## config.mk

```make
export PLATFORM = sky130hd
export DESIGN_NAME = apb_master_bridge
export DESIGN_NICKNAME = d
export VERILOG_FILES = /design/src/rtl/apb_master_bridge.sv
export SDC_FILE = /design/constraint.sdc
export NUM_CORES = 1
export LEC_CHECK = 0
export CORE_MARGIN = 4
export CORE_UTILIZATION = 36
export DETAILED_ROUTE_END_ITERATION = 10
export HOLD_SLACK_MARGIN = 0.05
export PLACE_DENSITY = 0.76
export SLEW_MARGIN = 20
export SYNTH_ARGS = -nofsm -noshare
export SYNTH_HDL_FRONTEND = slang
export SYNTH_SLANG_ARGS = --single-unit
```

## constraint.sdc

```tcl
create_clock -name clk_i -period 1.86 [get_ports clk_i]
set_input_delay 0.372 -clock clk_i [delete_from_list [all_inputs] [get_ports clk_i]]
set_output_delay 0.372 -clock clk_i [all_outputs]
set_load 0.005 [all_outputs]
```

## src/rtl/apb_master_bridge.sv

```systemverilog
// apb_master_bridge
// APB initiator. It turns single-beat commands from a local requester into
// APB SETUP/ACCESS transfers. For each command it returns the read data and
// the error status as a one-cycle response pulse. An ACCESS-phase timeout
// aborts the transfer when the slave never raises pready.
//
// Command handshake: a command transfers on a rising edge where cmd_valid_i
// and cmd_ready_o are both high. cmd_ready_o is high only in IDLE, so at most
// one transfer is in flight and nothing is queued. The response side has no
// backpressure: rsp_valid_o is high for exactly one cycle per accepted
// command, and rsp_rdata_o/rsp_err_o/rsp_timeout_o hold until the next
// response.
module apb_master_bridge #(
    parameter int BUS_WIDTH      = 32,
    parameter int ADDR_WIDTH     = 16,
    parameter int TIMEOUT_CYCLES = 16
) (
    input  logic                  clk_i,
    input  logic                  rst_ni,
    // local command / response side
    input  logic                  cmd_valid_i,
    output logic                  cmd_ready_o,
    input  logic                  cmd_write_i,
    input  logic [ADDR_WIDTH-1:0] cmd_addr_i,
    input  logic [BUS_WIDTH-1:0]  cmd_wdata_i,
    output logic                  rsp_valid_o,
    output logic [BUS_WIDTH-1:0]  rsp_rdata_o,
    output logic                  rsp_err_o,
    output logic                  rsp_timeout_o,
    // APB side
    output logic                  psel_o,
    output logic                  penable_o,
    output logic                  pwrite_o,
    output logic [ADDR_WIDTH-1:0] paddr_o,
    output logic [BUS_WIDTH-1:0]  pwdata_o,
    input  logic [BUS_WIDTH-1:0]  prdata_i,
    input  logic                  pready_i,
    input  logic                  pslverr_i,
    // debug: current FSM state (0 = IDLE, 1 = SETUP, 2 = ACCESS)
    output logic [1:0]            state_o
);

    // A value of 0 for TIMEOUT_CYCLES disables the timeout. The counter still
    // exists (1 bit wide) so the logic keeps the same shape, but it never
    // advances.
    localparam bit TIMEOUT_EN = (TIMEOUT_CYCLES > 0);
    localparam int CNT_W      = (TIMEOUT_CYCLES > 0) ? $clog2(TIMEOUT_CYCLES + 1) : 1;
    localparam logic [CNT_W-1:0] CNT_LAST = (TIMEOUT_CYCLES > 0) ? CNT_W'(TIMEOUT_CYCLES - 1)
                                                                 : '0;
    localparam logic [CNT_W-1:0] CNT_ONE  = CNT_W'(1);

    typedef enum logic [1:0] {
        ST_IDLE   = 2'd0,
        ST_SETUP  = 2'd1,
        ST_ACCESS = 2'd2
    } state_t;

    state_t           state;
    state_t           state_next;
    logic [CNT_W-1:0] wait_cnt;

    // One-cycle event strobes that the next-state logic decodes
    logic accept;    // command taken this cycle
    logic complete;  // slave answered with pready in ACCESS
    logic abort;     // ACCESS ran out of cycles without pready

    // State register; an asynchronous reset drops any transfer in flight
    // without producing a response.
    always_ff @(posedge clk_i or negedge rst_ni) begin
        if (!rst_ni) begin
            state <= ST_IDLE;
        end else begin
            state <= state_next;
        end
    end

    // Next-state decode and per-cycle event strobes
    always_comb begin
        state_next = state;
        accept     = 1'b0;
        complete   = 1'b0;
        abort      = 1'b0;
        case (state)
            ST_IDLE: begin
                if (cmd_valid_i) begin
                    accept     = 1'b1;
                    state_next = ST_SETUP;
                end
            end
            ST_SETUP: begin
                // SETUP always lasts exactly one cycle. pready/pslverr are not looked at here.
                state_next = ST_ACCESS;
            end
            ST_ACCESS: begin
                if (pready_i) begin
                    // A pready on the last allowed cycle still counts as a normal completion
                    complete   = 1'b1;
                    state_next = ST_IDLE;
                end else if (TIMEOUT_EN && (wait_cnt == CNT_LAST)) begin
                    abort      = 1'b1;
                    state_next = ST_IDLE;
                end
            end
            default: begin
                state_next = ST_IDLE;
            end
        endcase
    end

    // APB control strobes and the command-ready signal come straight from the state
    always_comb begin
        cmd_ready_o = (state == ST_IDLE);
        psel_o      = (state != ST_IDLE);
        penable_o   = (state == ST_ACCESS);
        state_o     = state;
    end

    // ACCESS wait counter: it is cleared when leaving SETUP and advances on
    // every ACCESS cycle without pready. It reaches CNT_LAST on the final
    // ACCESS cycle that is allowed.
    always_ff @(posedge clk_i or negedge rst_ni) begin
        if (!rst_ni) begin
            wait_cnt <= '0;
        end else if (state == ST_SETUP) begin
            wait_cnt <= '0;
        end else if (TIMEOUT_EN && (state == ST_ACCESS) && !pready_i && !abort) begin
            wait_cnt <= wait_cnt + CNT_ONE;
        end
    end

    // APB address/data registers. They are loaded only when a command is
    // accepted, so they stay stable through SETUP and ACCESS and keep their
    // last value while idle.
    always_ff @(posedge clk_i or negedge rst_ni) begin
        if (!rst_ni) begin
            paddr_o  <= '0;
            pwrite_o <= 1'b0;
            pwdata_o <= '0;
        end else if (accept) begin
            paddr_o  <= cmd_addr_i;
            pwrite_o <= cmd_write_i;
            pwdata_o <= cmd_write_i ? cmd_wdata_i : '0;
        end
    end

    // Response registers: the valid bit is a single-cycle pulse, and the
    // payload fields hold until the next completion or abort.
    always_ff @(posedge clk_i or negedge rst_ni) begin
        if (!rst_ni) begin
            rsp_valid_o   <= 1'b0;
            rsp_rdata_o   <= '0;
            rsp_err_o     <= 1'b0;
            rsp_timeout_o <= 1'b0;
        end else begin
            rsp_valid_o <= 1'b0;
            if (complete) begin
                rsp_valid_o   <= 1'b1;
                rsp_rdata_o   <= pwrite_o ? '0 : prdata_i;
                rsp_err_o     <= pslverr_i;
                rsp_timeout_o <= 1'b0;
            end else if (abort) begin
                rsp_valid_o   <= 1'b1;
                rsp_rdata_o   <= '0;
                rsp_err_o     <= 1'b1;
                rsp_timeout_o <= 1'b1;
            end
        end
    end

endmodule

```

---- Yosys cells after proc, flatten, opt, wreduce, memory -nomap -nowiden ----
Index checks and enable logic that the tools add are counted.
cells by class
  $add $sub $neg .......................... 1
  $mul .................................... 0
  divide/modulo/power cells ............... 0
  $lt $le $gt $ge ......................... 0
  equal/unequal tests ..................... 5
  shift-type cells ........................ 0
  mux-type cells .......................... 22
  bitwise gates (word level) .............. 0
  reductions and logical operators ........ 9
operators with widths
  operator                                              count
  2-to-1 mux 32 bit                                     4
  2-to-1 mux 1 bit                                      12
  2-to-1 mux 5 bit                                      2
  2-to-1 mux 2 bit                                      3
  case mux 2 bit (3 select lines)                       1
  nonzero test 2 bit                                    3
  adder 5 x 1 -> 5 bit (second input constant)          1
  equality test 5 x 4 -> 1 bit (second input constant)  1
  != test 3 x 1 -> 1 bit (second input constant)        1
  equality test 2 x 1 -> 1 bit (second input constant)  1
  equality test 2 bit (second input constant)           1
  logical AND 1 bit                                     2
  logical NOT 1 bit                                     2
  logical NOT 2 bit                                     1
  != test 2 bit (second input constant)                 1
  AND reduction 2 bit                                   1
storage, ports and cells
  register bits ........................... 91
  latch bits .............................. 0
  bits in writable memories ............... 0
  ROM bits ................................ 0
  input port bits ......................... 86
  output and inout bits ................... 89
  logic and storage cells ................. 46
  memories ................................ 0

---- Longest topological paths before layout ----
  depth after elaboration ................. 8
  depth in mapped cells ................... 6
  depth with buffers taken out ............ 6

---- Worst setup path before layout ----
OpenSTA, ideal clock, no wires.
  path kind ............................... reg2reg
  from .................................... register wait_cnt[0]
  to ...................................... register wait_cnt[0]
  library setup time ...................... 0.121 ns
  data arrival time ....................... 1.679 ns
  data required time ...................... 1.739 ns
  slack ................................... 0.060 ns
  stages on the path, launching flop included .. 7
  period minus slack after synthesis ...... 1.800 ns
  path through ............................ dfrtp_1 -> ha_1 -> and3_1 -> ha_1 -> nor2_1 -> a21oi_1 -> a22o_1
between the ends
  cells in the longest elaborated chain, start to end .. 7
  elaborated cells between the ends (all ways) .. 10
RTL lines
  item                                 RTL line  source
  from (decl)                          60        logic [CNT_W-1:0] wait_cnt;
  from (signal assigned)               127       wait_cnt <= wait_cnt + CNT_ONE;
  equality test 5 x 4 -> 1 bit         99        end else if (TIMEOUT_EN && (wait_cnt == CNT_LAST)) begin
  2-to-1 mux 1 bit                     99
  2-to-1 mux 1 bit                     95        if (pready_i) begin
  2-to-1 mux 1 bit                     83        case (state)
  logical NOT 1 bit                    126       end else if (TIMEOUT_EN && (state == ST_ACCESS) && !pready_i && !abort) begin
  logical AND 1 bit                    126
  nonzero test 2 bit (no source line)  -
Several ways; a longest one is shown, not always the timed one. The select of a mux whose other input is x is not followed.
A chain may end at the register's enable or synchronous reset.

---- Worst setup path after layout ----
  from .................................... register wait_cnt[1]
  to ...................................... register rsp_rdata_o[17]
between the ends
  cells in the longest elaborated chain, start to end .. 5
RTL lines
  item                                 RTL line  source
  equality test 5 x 4 -> 1 bit         99
  2-to-1 mux 1 bit                     99
  2-to-1 mux 1 bit                     95
  2-to-1 mux 1 bit                     83
  nonzero test 2 bit (no source line)  -
  to (signal assigned)                 158       rsp_rdata_o <= pwrite_o ? '0 : prdata_i;
  to (decl)                            27        output logic [BUS_WIDTH-1:0] rsp_rdata_o,
Every way passes these cells.

==> impl_metrics.json <==
{
  "status": "finished clean",
  "synthesis.nets": 386,
  "crit_slowest_cell": "dfrtp_1",
  "fmax_mhz": 561.5,
  "netlist_instances": 298,
  "ys_warn_count": 0,
  "min_period_ps": 1781,
  "synth-seq-cells": 91,
  "io_buffers": 174,
  "cpPeakStageDelay_ps": 420,
  "fin_nets": 574,
  "max-slew-margin-rel_pct": 73.84,
  "critPathMaxFanout": 8,
  "cap_violations": 0,
  "mostFrequentLayoutCells": "clkdlybuf4s50_1, dfrtp_1, nand2_1",
  "combPwrFrac_pct": 44.5,
  "wl_mm": 9.832,
  "ys_top_cells_by_area": "dfrtp_1, a22o_1, nand2_1",
  "synth_area_leader_cell": "dfrtp_1",
  "die_area_sq_mm": 0.01158,
  "cts_inserted_buffers": 9,
  "skew_ps": 12.96,
  "setup_viol": 0,
  "rsz0062_at_grt": "no",
  "drt_iter0_markers": 120,
  "synth_cell_types": 27,
  "htreeDepth": 3,
  "clkPwrFrac_pct": 16.2,
  "drive_gt1_share_pct": 13.24,
  "die_y_um": 107.6,
  "crit_type": "register to register",
  "vias": 2954,
  "ys_seq_area_share_pct": 63.75,
  "grt_max_degree": 38,
  "routed_via_density": 4.734,
  "hold_viol": 0,
  "path_cells": "ha_2 -> and3_1 -> ha_4 -> buf_4 -> o21ai_4 -> buf_12 -> clkbuf_16 -> a22o_1",
  "antenna_found_initial": 0,
  "power_frac_seq_pct": 39.3,
  "peakVddDrop_uv": 656.2,
  "layout_commonest_cell": "clkdlybuf4s50_1",
  "end_kind": "register",
  "p_sw_mw": 2.453,
  "cts.path.max_buffers": 2,
  "rows": 36,
  "dp_hpwl_mm": 7.037,
  "drt_pass1_iterations": 4,
  "p_sw_share_pct": 29.13,
  "overflow": 0,
  "finalWorstSetupSlack_ps": 79.08,
  "cp.required_ps": 2140,
  "power.density_mw_per_mm2": 1418,
  "finalSetupTns_ps": 0,
  "syn_area_per_cell_sq_um": 11.99,
  "die_w_um": 107.6,
  "pre_cts_slack_ps": -48.13,
  "synthesis.area_sq_mm": 0.003572,
  "synth.top_cell.area_share_pct": 63.75,
  "grt_first_pass_wirelength_mm": 15.17,
  "hold_path.class": "register to register",
  "clkSlewWorstSetupHoldPaths_ps": 90,
  "crit_arrival_ps": 2060,
  "leakage_nw": 2.661,
  "min_period_over_period_pct": 95.75,
  "cts.sinks": 91,
  "routabilityCongestion": 0.7478,
  "syn_to_final_growth_pct": 66.23,
  "cts_tree": "yes",
  "startpoint_type": "register",
  "p_int_mw": 5.968,
  "root_buffer": "clkbuf_8",
  "tightest_slew_ps": 392.4,
  "grt_pass1_vias": 3087,
  "insertion_delay_ps": 340,
  "drc": 0,
  "ios": 175,
  "track_usage_pct": 16.49,
  "start_util_pct": 36.72,
  "slew_violations": 0,
  "post_drt_wl_per_cell_um": 15.76,
  "diodes": 0,
  "core_area_sq_mm": 0.009729,
  "antenna_left": 0
}
path summary, 6_finish.rpt:
path / end / cells past startpoint / slack [ps] / startpoint
max in group asynchronous: rsp_rdata_o[26] / 3 / 770 / rst_ni
setup reg to reg: rsp_rdata_o[17] / 8 / 80 / wait_cnt[1]
hold / removal: pwdata_o[14] / 2 / 490 / pwdata_o[14]
setup / recovery: rsp_rdata_o[17] / 8 / 80 / wait_cnt[1]
hold reg to reg: pwdata_o[14] / 2 / 490 / pwdata_o[14]
min in group asynchronous: rsp_rdata_o[19] / 2 / 510 / rst_ni
logic make-up (layout without fill, tap and decap cells):
kind of cell	Yosys count	in the layout	synth area share [%]
compound gates	78	78	15.38
fa+ha+maj	2	2	0.7004
buf+inv	28	221	3.678
flops	91	91	63.75
mux	18	18	7.215
simple gates	81	81	9.282
critical path: cells and delay by family, from the launching register on:
| family | cells | cell delay (ps) |
|---|---|---|
| flops | 1 | 420 |
| simple gates | 1 | 200 |
| fa+ha+maj | 2 | 360 |
| compound gates | 2 | 310 |
| buf+inv | 3 | 430 |
power by group through the flow:
stage	combinational, mW	clock (mW)	sequential, mW
final	3.75	1.37	3.31
after global placement	3.57	0	3.32
after detailed placement	3.67	0	3.32
after CTS	3.69	1.42	3.31
after floorplan	1.25	0	3.34
after global routing	4.06	1.51	3.43
synthesized netlist by cell type:
| library cell | instances |
|---|---|
| o22a_1 | 1 |
| clkbuf_1 | 15 |
| mux2_4 | 15 |
| nand2b_1 | 1 |
| o311ai_0 | 1 |
| nand2_1 | 66 |
| nand4_1 | 1 |
| nand3b_1 | 1 |
| mux2i_1 | 1 |
| o21ai_1 | 1 |
| a311o_1 | 2 |
| a22o_1 | 37 |
| mux2_2 | 2 |
| a21oi_1 | 3 |
| nor2b_1 | 1 |
| and3_1 | 2 |
| nand3_1 | 3 |
| buf_6 | 3 |
| dfrtp_1 | 91 |
| buf_2 | 3 |
| ha_1 | 2 |
| inv_1 | 7 |
| o21ai_0 | 32 |
| nor4_1 | 1 |
| a21o_1 | 1 |
| or3b_1 | 1 |
| nor2_1 | 4 |
timing repair:
action                                  4_1_cts  5_1_grt
hold buffers                                  1        0
hold endpoints to repair                     27        0
gates cloned                                  0        3
gates resized for setup                       2        7
endpoints found under the setup margin        2       36
pin swaps                                     0        1
buffers inserted                              1        2
layer usage:
metal  GRT usage [%]  routed length (um)
met2           27.98                4943
met4           4.599                  76
met3           3.779                 701
met1           21.17                4111
met5               0                   0
layout make-up:
class                           instances  area, sq um
Inverter                                7        26.28
Tap cell                              133        166.4
Clock inverter                          6        70.07
Multi-Input combinational cell        179         1200
Fill cell                             810         3791
Sequential cell                        91         2278
Clock buffer                           10        137.6
Timing Repair Buffer                  198         2059
stage by stage:
| stage | utilization [%] | hold WS [ps] | total power, mW | cells | cell area, sq um |
|---|---|---|---|---|---|
| after global routing | 61.03 | 506.6 | 8.996 | 624 | 5938 |
| after detailed placement | 57.52 | 329.1 | 6.990 | 601 | 5597 |
| after floorplan | - | 76.41 | 4.590 | 298 | 3572 |
| after CTS | 59.85 | 492.7 | 8.410 | 619 | 5823 |
| after global placement | 57.52 | 330.8 | 6.887 | 601 | 5597 |
| final | 61.03 | 487.7 | 8.421 | 624 | 5938 |
state kept, by name (all words and copies together), names as in the netlist:
| signal | cells |
|---|---|
| paddr_o | 16 |
| pwdata_o | 32 |
| pwrite_o | 1 |
| rsp_err_o | 1 |
| rsp_rdata_o | 32 |
| rsp_timeout_o | 1 |
| rsp_valid_o | 1 |
| state_o | 2 |
| wait_cnt | 5 |
Note: power is estimated with default switching activity, not from simulation.
